**src/rtl/rv32i_types.sv**
```systemverilog
// Shared RV32I pipeline types: opcode/funct3 constants, EX/MEM and MEM/WB words,
// and the memory-stage FSM state.
package rv32i_types;

  localparam logic [6:0] op_b_lui   = 7'b0110111;
  localparam logic [6:0] op_b_load  = 7'b0000011;
  localparam logic [6:0] op_b_store = 7'b0100011;
  localparam logic [6:0] op_b_imm   = 7'b0010011;
  localparam logic [6:0] op_b_reg   = 7'b0110011;

  localparam logic [2:0] load_f3_lb  = 3'b000;
  localparam logic [2:0] load_f3_lh  = 3'b001;
  localparam logic [2:0] load_f3_lw  = 3'b010;
  localparam logic [2:0] load_f3_lbu = 3'b100;
  localparam logic [2:0] load_f3_lhu = 3'b101;

  typedef struct packed {
    logic [31:0] pc;
    logic [31:0] pc_next;
    logic [31:0] inst;
    logic [4:0]  rd_s;
    logic [4:0]  rs1_s;
    logic [4:0]  rs2_s;
    logic [31:0] rs1_v;
    logic [31:0] rs2_v;
    logic [31:0] rd_v;
    logic [2:0]  funct3;
    logic [6:0]  opcode;
    logic        regf_we;
    logic        commit;
    logic        bubble;
    logic        req_dmem_resp;
    logic [1:0]  dmem_shift_bits;
    logic [31:0] dmem_addr;
    logic [3:0]  dmem_rmask;
    logic [3:0]  dmem_wmask;
    logic [31:0] dmem_wdata;
  } ex_mem_reg_t;

  typedef struct packed {
    logic [31:0] pc;
    logic [31:0] pc_next;
    logic [31:0] inst;
    logic [4:0]  rd_s;
    logic [4:0]  rs1_s;
    logic [4:0]  rs2_s;
    logic [31:0] rs1_v;
    logic [31:0] rs2_v;
    logic [31:0] rd_v;
    logic [2:0]  funct3;
    logic [6:0]  opcode;
    logic        regf_we;
    logic        commit;
    logic        bubble;
    logic [31:0] dmem_addr;
    logic [3:0]  dmem_rmask;
    logic [3:0]  dmem_wmask;
    logic [31:0] dmem_wdata;
    logic [31:0] dmem_rdata;
  } mem_wb_reg_t;

  typedef enum logic {
    s_run  = 1'b0,
    s_wait = 1'b1
  } mem_state_t;

  function automatic mem_wb_reg_t mem_wb_bubble();
    mem_wb_reg_t b;
    b = '0;
    b.bubble = 1'b1;
    return b;
  endfunction

endpackage

```
**src/rtl/mem_stage_load_align.sv**
```systemverilog
// Load data alignment: selects the addressed byte/halfword from a word-aligned
// read and sign- or zero-extends it according to funct3.
module load_align
  import rv32i_types::*;
(
  input  logic [2:0]  funct3,
  input  logic [1:0]  shift_bits,
  input  logic [31:0] rdata,
  output logic [31:0] rd_v
);

  logic [7:0]  byte_s;
  logic [15:0] half_s;

  assign byte_s = rdata[8*shift_bits +: 8];
  assign half_s = shift_bits[1] ? rdata[31:16] : rdata[15:0];

  // extend the selected lane to 32 bits
  always_comb begin
    rd_v = 32'h0000_0000;
    case (funct3)
      load_f3_lb:  rd_v = {{24{byte_s[7]}}, byte_s};
      load_f3_lbu: rd_v = {24'h00_0000, byte_s};
      load_f3_lh:  rd_v = {{16{half_s[15]}}, half_s};
      load_f3_lhu: rd_v = {16'h0000, half_s};
      load_f3_lw:  rd_v = rdata;
      default:     rd_v = rdata;
    endcase
  end

endmodule

```
**src/rtl/mem_stage.sv**
```systemverilog
// RV32I memory stage: waits for the data-memory response, aligns load data and
// registers the MEM/WB word. Optional watchdog: MEM_STAGE_WATCHDOG_EN.
module mem_stage
  import rv32i_types::*;
#(
  parameter int unsigned TIMEOUT_CYCLES = 1024
) (
  input  logic        clk,
  input  logic        rst,
  input  ex_mem_reg_t ex_mem_reg,
  input  logic        dmem_resp,
  input  logic [31:0] dmem_rdata,
  output mem_wb_reg_t mem_wb_reg,
  output logic        stall,
  output logic [4:0]  fwd_rd_s,
  output logic [31:0] fwd_rd_v,
  output logic        fwd_valid,
  output logic        dmem_timeout
);

  mem_state_t  state_r;
  logic        mem_op_s;
  logic        is_load_s;
  logic        is_store_s;
  logic        completing_s;
  logic [31:0] load_data_s;
  mem_wb_reg_t wb_next_s;

  assign mem_op_s   = ex_mem_reg.req_dmem_resp & ~ex_mem_reg.bubble;
  assign is_load_s  = mem_op_s & (ex_mem_reg.opcode == op_b_load);
  assign is_store_s = mem_op_s & (ex_mem_reg.opcode == op_b_store);

  load_align u_load_align (
    .funct3     (ex_mem_reg.funct3),
    .shift_bits (ex_mem_reg.dmem_shift_bits),
    .rdata      (dmem_rdata),
    .rd_v       (load_data_s)
  );

  // handshake: stall depends only on FSM state, the EX/MEM word and the response
  always_comb begin
    if (state_r == s_wait) begin
      stall        = ~dmem_resp;
      completing_s = dmem_resp;
    end else begin
      stall        = mem_op_s & ~dmem_resp;
      completing_s = mem_op_s & dmem_resp;
    end
  end

  // build the MEM/WB word that is captured when the stage is not stalled
  always_comb begin
    wb_next_s            = '0;
    wb_next_s.pc         = ex_mem_reg.pc;
    wb_next_s.pc_next    = ex_mem_reg.pc_next;
    wb_next_s.inst       = ex_mem_reg.inst;
    wb_next_s.rd_s       = ex_mem_reg.rd_s;
    wb_next_s.rs1_s      = ex_mem_reg.rs1_s;
    wb_next_s.rs2_s      = ex_mem_reg.rs2_s;
    wb_next_s.rs1_v      = ex_mem_reg.rs1_v;
    wb_next_s.rs2_v      = ex_mem_reg.rs2_v;
    wb_next_s.funct3     = ex_mem_reg.funct3;
    wb_next_s.opcode     = ex_mem_reg.opcode;
    wb_next_s.bubble     = ex_mem_reg.bubble;
    wb_next_s.dmem_addr  = ex_mem_reg.dmem_addr;
    wb_next_s.dmem_rmask = ex_mem_reg.dmem_rmask;
    wb_next_s.dmem_wmask = ex_mem_reg.dmem_wmask;
    wb_next_s.dmem_wdata = ex_mem_reg.dmem_wdata;
    if (is_load_s) begin
      wb_next_s.rd_v       = load_data_s;
      wb_next_s.regf_we    = 1'b1;
      wb_next_s.commit     = 1'b1;
      wb_next_s.dmem_rdata = dmem_rdata;
    end else if (is_store_s) begin
      wb_next_s.rd_v       = ex_mem_reg.rd_v;
      wb_next_s.regf_we    = 1'b0;
      wb_next_s.commit     = 1'b1;
      wb_next_s.dmem_rdata = 32'h0000_0000;
    end else begin
      wb_next_s.rd_v       = ex_mem_reg.rd_v;
      wb_next_s.regf_we    = ex_mem_reg.regf_we;
      wb_next_s.commit     = ex_mem_reg.commit;
      wb_next_s.dmem_rdata = 32'h0000_0000;
    end
  end

  // forwarding: a load is only forwardable in the cycle its data arrives
  always_comb begin
    fwd_rd_s  = ex_mem_reg.rd_s;
    fwd_valid = ~ex_mem_reg.bubble & wb_next_s.regf_we & (ex_mem_reg.rd_s != 5'd0)
              & ~(is_load_s & ~completing_s);
    if (is_load_s && completing_s) begin
      fwd_rd_v = load_data_s;
    end else begin
      fwd_rd_v = ex_mem_reg.rd_v;
    end
  end

  // FSM and MEM/WB register; a stalled cycle sends a bubble to writeback
  always_ff @(posedge clk) begin
    if (rst) begin
      state_r    <= s_run;
      mem_wb_reg <= mem_wb_bubble();
    end else begin
      case (state_r)
        s_run:   state_r <= (mem_op_s && !dmem_resp) ? s_wait : s_run;
        s_wait:  state_r <= dmem_resp ? s_run : s_wait;
        default: state_r <= s_run;
      endcase
      mem_wb_reg <= stall ? mem_wb_bubble() : wb_next_s;
    end
  end

`ifdef MEM_STAGE_WATCHDOG_EN
  localparam int unsigned wd_w = $clog2(TIMEOUT_CYCLES + 1);

  logic [wd_w-1:0] wd_cnt_r;
  logic            dmem_timeout_r;

  // saturating wait-cycle counter with a sticky timeout flag
  always_ff @(posedge clk) begin
    if (rst) begin
      wd_cnt_r       <= '0;
      dmem_timeout_r <= 1'b0;
    end else if (state_r == s_wait) begin
      if (dmem_resp) begin
        wd_cnt_r <= '0;
      end else if (wd_cnt_r != wd_w'(TIMEOUT_CYCLES)) begin
        wd_cnt_r <= wd_cnt_r + wd_w'(1);
      end else begin
        wd_cnt_r <= wd_cnt_r;
      end
      if (wd_cnt_r == wd_w'(TIMEOUT_CYCLES - 1)) begin
        dmem_timeout_r <= 1'b1;
      end else begin
        dmem_timeout_r <= dmem_timeout_r;
      end
    end else begin
      wd_cnt_r       <= '0;
      dmem_timeout_r <= dmem_timeout_r;
    end
  end

  assign dmem_timeout = dmem_timeout_r;
`else
  assign dmem_timeout = 1'b0;
`endif

endmodule

```
**config.mk**
```make
export PLATFORM = sky130hd
export DESIGN_NAME = mem_stage
export DESIGN_NICKNAME = d
export VERILOG_FILES = /design/src/rtl/rv32i_types.sv /design/src/rtl/mem_stage_load_align.sv /design/src/rtl/mem_stage.sv
export SDC_FILE = /design/constraint.sdc
export NUM_CORES = 1
export LEC_CHECK = 0
export BUFFER_PORTS_ARGS = -buffer_cell sky130_fd_sc_hd__buf_2
export CAP_MARGIN = 0
export CORE_AREA = 10 10 263 265
export CTS_BUF_LIST = sky130_fd_sc_hd__clkbuf_8 sky130_fd_sc_hd__clkbuf_16
export CTS_CLUSTER_SIZE = 20
export DETAILED_ROUTE_END_ITERATION = 16
export DIE_AREA = 0 0 273 275
export SLEW_MARGIN = 25
export SYNTH_ARGS = -nofsm -noshare
export SYNTH_HDL_FRONTEND = slang
export SYNTH_SLANG_ARGS = --single-unit
```
**constraint.sdc**
```tcl
create_clock -name clk -period 4 [get_ports clk]
set_input_delay 1.2 -clock clk [delete_from_list [all_inputs] [get_ports clk]]
set_output_delay 1.2 -clock clk [all_outputs]
set_load 0.01 [all_outputs]
```
[After elaboration in Yosys (flattened, before gate mapping)]
Index checks and enable logic that the tools add are counted.
Word-level totals
  input bits: 330
  logic and storage cells: 59
  output and inout bits: 364
  flip-flop bits (word level): 325
Operators by class
  bitwise gates (word level): 15
  eq/ne operators: 5
  mux-type cells: 11
  shifts and indexed selects: 1
  reduce and logical (&&, ||, !) cells: 7
Operator list (number)
  $pmux 32 s4: 1
  $mux 32: 2
  $shiftx 32x6->8: 1
  $mux 16: 1
  $and 1x1->1: 9
  $eq 7x2->1 const B: 1
  $eq 7x6->1 const B: 1
  $eq 3x3->1 const B: 2
  $not 1->1: 6
  $reduce_bool 5->1: 1
  $mux 1: 4
  $mux 2: 2
  $eq 3x1->1 const B: 1
  $logic_not 3->1: 1
  $reduce_or 3->1: 1
  $logic_and 1x1->1: 2
  $pmux 1 s2: 1
  $reduce_or 2->1: 1
  $logic_not 1->1: 1

[Logic depth before layout (Yosys ltp)]
  depth after elaboration: 8
  depth in mapped cells: 7
  mapped depth without buffers: 4

[By module]
Synthesis repeated with hierarchy kept, for this count alone.
Unflattened totals
  cells, all modules: 933
  area, all modules: 10633.9 um^2
By module, submodules not included
  mem_stage: area an instance 9788.1 um^2, cells each 837, seq. area each 6506.2 um^2, instances 1
  load_align: area an instance 845.8 um^2, cells each 96, seq. area each 0.0 um^2, instances 1

[Least setup slack after synthesis]
No wires, ideal clock.
  kind: input to output
  start point: input port ex_mem_reg[73] in the netlist's numbering
  end point: output port fwd_rd_v[16]
  arrival: 2593 ps
  setup slack: 207 ps
  stages: 7
  path buffers: 3
  required time: 2800 ps
  path through: buf_6 -> mux4_2 -> and3b_1 -> buf_6 -> a31oi_4 -> buf_6 -> a31oi_1
On the way
  longest elaborated chain between the ends: 3
  elaborated cells between the ends (all ways): 4
  those cells by class: 1 x shift; 3 x mux
Ends and longest elaborated chain
  start, declared: line mem_stage.sv:10  | input ex_mem_reg_t ex_mem_reg,
  $shiftx 32x6->8 / $mux 16 (equally long branches): line mem_stage_load_align.sv:15, mem_stage_load_align.sv:16
  $pmux 32 s4 *: line mem_stage_load_align.sv:21  | case (funct3)
  $mux 32 *: line mem_stage.sv:92  | if (is_load_s && completing_s) begin
  end, declared: line mem_stage.sv:16  | output logic [31:0] fwd_rd_v,
Mark *: on every way between the ends. The rest lies on a longest branch, timed or not.

[Final worst setup path]
  start point: input port ex_mem_reg[73] in the netlist's numbering
  end point: output port fwd_rd_v[20]
Same word-level chain as after synthesis.

==> run_summary.xml <==
<?xml version="1.0" encoding="UTF-8"?>
<metrics>
  <group name="placement">
    <metric name="post-place-ws" unit="ns">-0.192</metric>
    <metric name="final_hpwl_dp" unit="mm">43.0</metric>
    <metric name="place.gp.congestion" unit="">0.868</metric>
    <metric name="portBuffers" unit="">692</metric>
    <metric name="placedCellCount" unit="">2470</metric>
  </group>
  <group name="layout">
    <metric name="max_reg_flops" unit="">324</metric>
    <metric name="multi_input_area" unit="mm2">0.00330</metric>
    <metric name="area_delta_synth_final" unit="%">61.8</metric>
    <metric name="drive_gt1_frac" unit="">0.493</metric>
    <metric name="final_net_count" unit="">1992</metric>
    <metric name="final_common_cell" unit="">sky130_fd_sc_hd__buf_2</metric>
    <metric name="register_area" unit="mm2">0.00651</metric>
    <metric name="n_fill_cell" unit="">6856</metric>
    <metric name="mostFrequentLayoutCells" unit="">sky130_fd_sc_hd__buf_2 (688), sky130_fd_sc_hd__dfxtp_1 (325), sky130_fd_sc_hd__and2_1 (256), sky130_fd_sc_hd__buf_4 (47), sky130_fd_sc_hd__clkbuf_16 (42)</metric>
    <metric name="finish.cell_count_without_fillers" unit="">2550</metric>
  </group>
  <group name="floorplanning">
    <metric name="core_area" unit="mm2">0.0639</metric>
    <metric name="die_height" unit="um">275</metric>
    <metric name="initial_utilization" unit="">0.158</metric>
    <metric name="total_die_area" unit="mm2">0.0751</metric>
    <metric name="rows" unit="">93</metric>
    <metric name="io_count" unit="">694</metric>
    <metric name="die_width" unit="um">273</metric>
  </group>
  <group name="clock_tree">
    <metric name="cts-root-to-sink-buffers" unit="">3</metric>
    <metric name="htree_levels" unit="">2</metric>
    <metric name="hold_buf_cts" unit="">0</metric>
    <metric name="clkTransAtPathRegs" unit="ns">0.06</metric>
    <metric name="cts_inserted_buffers" unit="">39</metric>
    <metric name="clock_tree.root_cell" unit="">sky130_fd_sc_hd__clkbuf_16</metric>
    <metric name="later_pin_clock_latency_in_the_skew_report" unit="ns">0.55</metric>
    <metric name="cts_sinks" unit="">325</metric>
    <metric name="cts_tree" unit="">yes</metric>
  </group>
  <group name="synthesis">
    <metric name="synth.lib_cells_used.distinct" unit="">44</metric>
    <metric name="number_of_nets_in_the_synthesized_netlist" unit="">1271</metric>
    <metric name="syn_inst" unit="">941</metric>
    <metric name="main_combinational_cell_family_by_area_after_synthesis" unit="">simple AND/OR/NAND/NOR gates</metric>
    <metric name="yosys_warnings" unit="">0</metric>
    <metric name="synth_seq_area_share" unit="">0.644</metric>
    <metric name="synthesized_area_fraction_occupied_by_adder_cells" unit="">0</metric>
    <metric name="synth.area.mux_share" unit="">0.00631</metric>
    <metric name="post_synth.cell_area_avg" unit="um2">10.7</metric>
    <metric name="post-synth-top-area-cell" unit="">sky130_fd_sc_hd__dfxtp_1</metric>
    <metric name="synthDominantCellAreaShare" unit="">0.644</metric>
    <metric name="synth.cell_area" unit="mm2">0.0101</metric>
    <metric name="flop_and_latch_count_out_of_synthesis" unit="">325</metric>
    <metric name="xor_xnor_share_of_the_synthesized_area" unit="">0</metric>
    <metric name="synth_compound_gate_area_share" unit="">0.0872</metric>
    <metric name="yosys-top-cells-area" unit="">sky130_fd_sc_hd__dfxtp_1 (64%), sky130_fd_sc_hd__and2_1 (16%), sky130_fd_sc_hd__a31oi_1 (2.0%)</metric>
    <metric name="synthSimpleGateAreaFrac" unit="">0.223</metric>
  </group>
  <group name="worst_setup_path">
    <metric name="crit_path_max_fo" unit="">6</metric>
    <metric name="critical_path_class" unit="">in -&gt; out</metric>
    <metric name="startpoint_type" unit="">input port</metric>
    <metric name="cpPeakStageDelay" unit="ns">0.50</metric>
    <metric name="cell_repeated_most_along_the_worst_path" unit="">sky130_fd_sc_hd__buf_6</metric>
    <metric name="setup.worst_path.end_class" unit="">primary output</metric>
    <metric name="worstPathCellList" unit="">buf_6 &gt; mux4_2 &gt; and3b_2 &gt; buf_6 &gt; a31oi_4 &gt; clkbuf_16 &gt; a31oi_1 &gt; buf_2</metric>
    <metric name="crit_slowest_cell" unit="">sky130_fd_sc_hd__mux4_2</metric>
    <metric name="crit_required" unit="ns">2.80</metric>
    <metric name="worst-endpoint-arrival" unit="ns">2.86</metric>
  </group>
  <group name="sta">
    <metric name="final.hold.worst_slack" unit="ns">0.581</metric>
    <metric name="slew_headroom" unit="">0.529</metric>
    <metric name="worst-slew-pin-transition" unit="ns">0.706</metric>
    <metric name="finalClockSkew" unit="ns">0.0172</metric>
    <metric name="peak_clock_frequency_supported_by_timing" unit="MHz">246</metric>
    <metric name="final_min_period_over_clock_period" unit="">1.02</metric>
    <metric name="setup_violations" unit="">16</metric>
    <metric name="layout_setup_ws" unit="ns">-0.0631</metric>
    <metric name="final_period_minus_worst_setup_slack" unit="ns">4.06</metric>
    <metric name="slew_viol_final" unit="">0</metric>
    <metric name="grt_setup_unrepaired" unit="">yes</metric>
    <metric name="hold_violations" unit="">0</metric>
  </group>
  <group name="global_routing">
    <metric name="remaining_overflow_grt" unit="">0</metric>
    <metric name="grt_pass1_wl" unit="mm">70.9</metric>
    <metric name="grt_antenna_before_repair" unit="">8</metric>
    <metric name="grt_util_all_layers" unit="">0.130</metric>
    <metric name="grt_start_max_net_pins" unit="">162</metric>
    <metric name="grt_pass1_vias" unit="">9632</metric>
  </group>
  <group name="run">
    <metric name="max_cap_violations" unit="">0</metric>
  </group>
  <group name="power">
    <metric name="pwr_dens" unit="mW/mm2">500</metric>
    <metric name="comb_power_share" unit="">0.125</metric>
    <metric name="p_switching" unit="uW">2060</metric>
    <metric name="peakVddDrop" unit="mV">0.230</metric>
    <metric name="clock_power_share" unit="">0.447</metric>
    <metric name="finalPower" unit="uW">8180</metric>
    <metric name="power_report.internal_total" unit="uW">6120</metric>
    <metric name="pwr-share-seq" unit="">0.429</metric>
    <metric name="power.share.switching" unit="">0.252</metric>
    <metric name="static_leakage" unit="uW">0.00813</metric>
  </group>
  <group name="min_path">
    <metric name="hold_path_class" unit="">reg -&gt; reg</metric>
  </group>
  <group name="detailed_routing">
    <metric name="route.detailed.drc" unit="">0</metric>
    <metric name="drt.antenna.violating_nets" unit="">0</metric>
    <metric name="drt_iter0_markers" unit="">442</metric>
    <metric name="drt-total-wl" unit="mm">53.0</metric>
    <metric name="detail_route.first_pass.iterations" unit="">6</metric>
    <metric name="viasPerCell" unit="">3.76</metric>
    <metric name="wl_per_cell" unit="um">20.8</metric>
    <metric name="num_vias" unit="">9581</metric>
  </group>
  <group name="outcome">
    <metric name="status" unit="">finished with violations</metric>
    <metric name="violations" unit="">setup timing</metric>
  </group>
</metrics>
synth_stat cells (all sizes together):
| cell type | number |
|---|---|
| a21boi | 1 |
| nor3 | 4 |
| mux2 | 1 |
| conb | 1 |
| o21a | 9 |
| o211ai | 6 |
| nand4 | 1 |
| mux4 | 1 |
| a311oi | 6 |
| or3 | 1 |
| a21oi | 15 |
| a222oi | 2 |
| nand2 | 39 |
| and2 | 256 |
| clkbuf | 50 |
| nor4b | 1 |
| dfxtp | 325 |
| nand3 | 8 |
| o21ai | 50 |
| inv | 13 |
| o31ai | 1 |
| nor2 | 35 |
| and3b | 1 |
| a22o | 1 |
| nor4bb | 1 |
| nand4bb | 1 |
| or4b | 1 |
| buf | 22 |
| nand2b | 4 |
| and3 | 21 |
| nor2b | 7 |
| and4 | 1 |
| a31oi | 33 |
| nand3b | 5 |
| mux2i | 3 |
| o221ai | 10 |
| o221a | 1 |
| a221oi | 3 |
critical path: cells and delay by family:
family                 cells  cell delay (ns)
AOI/OAI and AO/OA          2             0.32
buffers and inverters      4             0.57
muxes                      1             0.50
and+or+nand+nor            1             0.27
metal layers:
layer / GRT usage / vias to the layer above / routed length, um
li1: - / 4531 / -
met1: 0.141 / 4323 / 19700
met2: 0.212 / 605 / 24600
met3: 0.0611 / 118 / 6260
met4: 0.0599 / 4 / 2310
met5: 0 / - / 33
power by group through the flow:
| stage | Clock (uW) | Sequential (uW) | Combinational [uW] |
|---|---|---|---|
| detailed placement | 0 | 3570 | 1020 |
| global route | 3960 | 3520 | 1110 |
| CTS | 3810 | 3510 | 1030 |
| floorplan | 0 | 3690 | 292 |
| finish | 3650 | 3500 | 1020 |
| global placement | 0 | 3570 | 1020 |
kinds of logic (layout without fill, tap and decap cells):
logic type / Yosys count / count (layout)
multiplexers: 5 / 5
AND/OR/NAND/NOR: 387 / 387
flip-flops: 325 / 325
other: 1 / 5
buffers and inverters: 85 / 835
AO/OA/AOI/OAI: 138 / 138
per-stage QoR:
| step | cell area [um2] | TNS (ns) | util |
|---|---|---|---|
| after global routing | 16400 | -1.49 | 0.256 |
| after floorplan | 10100 | 0 | - |
| after CTS | 16200 | -0.240 | 0.253 |
| after detailed placement | 14800 | -1.14 | 0.232 |
| final | 16400 | -0.698 | 0.256 |
| after global placement | 14800 | -1.11 | 0.232 |
what timing repair did:
item	4_1_cts	5_1_grt
setup endpoints to repair	33	30
buffers inserted	0	4
resized for setup	4	25
gates cloned	0	2
path summary, 6_finish.rpt:
| path | from | end | slack (ns) | depth (start not counted) |
|---|---|---|---|---|
| worst max register to register | state_r | mem_wb_reg[121] | 2.03 | 3 |
| worst min register to register | state_r | state_r | 0.58 | 2 |
| worst max-delay path | ex_mem_reg[73] | fwd_rd_v[20] | -0.06 | 8 |
| worst min-delay path | state_r | state_r | 0.58 | 2 |
cell type report:
cell class / instances / area share
well taps: 855 / 0.0654
flip-flops and latches: 325 / 0.398
inverters: 13 / 0.00298
multi-input cells: 531 / 0.202
clock inverters: 23 / 0.0148
diodes: 4 / 0.000612
clock buffers: 47 / 0.0671
repair buffers: 752 / 0.249
(Power assumes the default switching activity.)
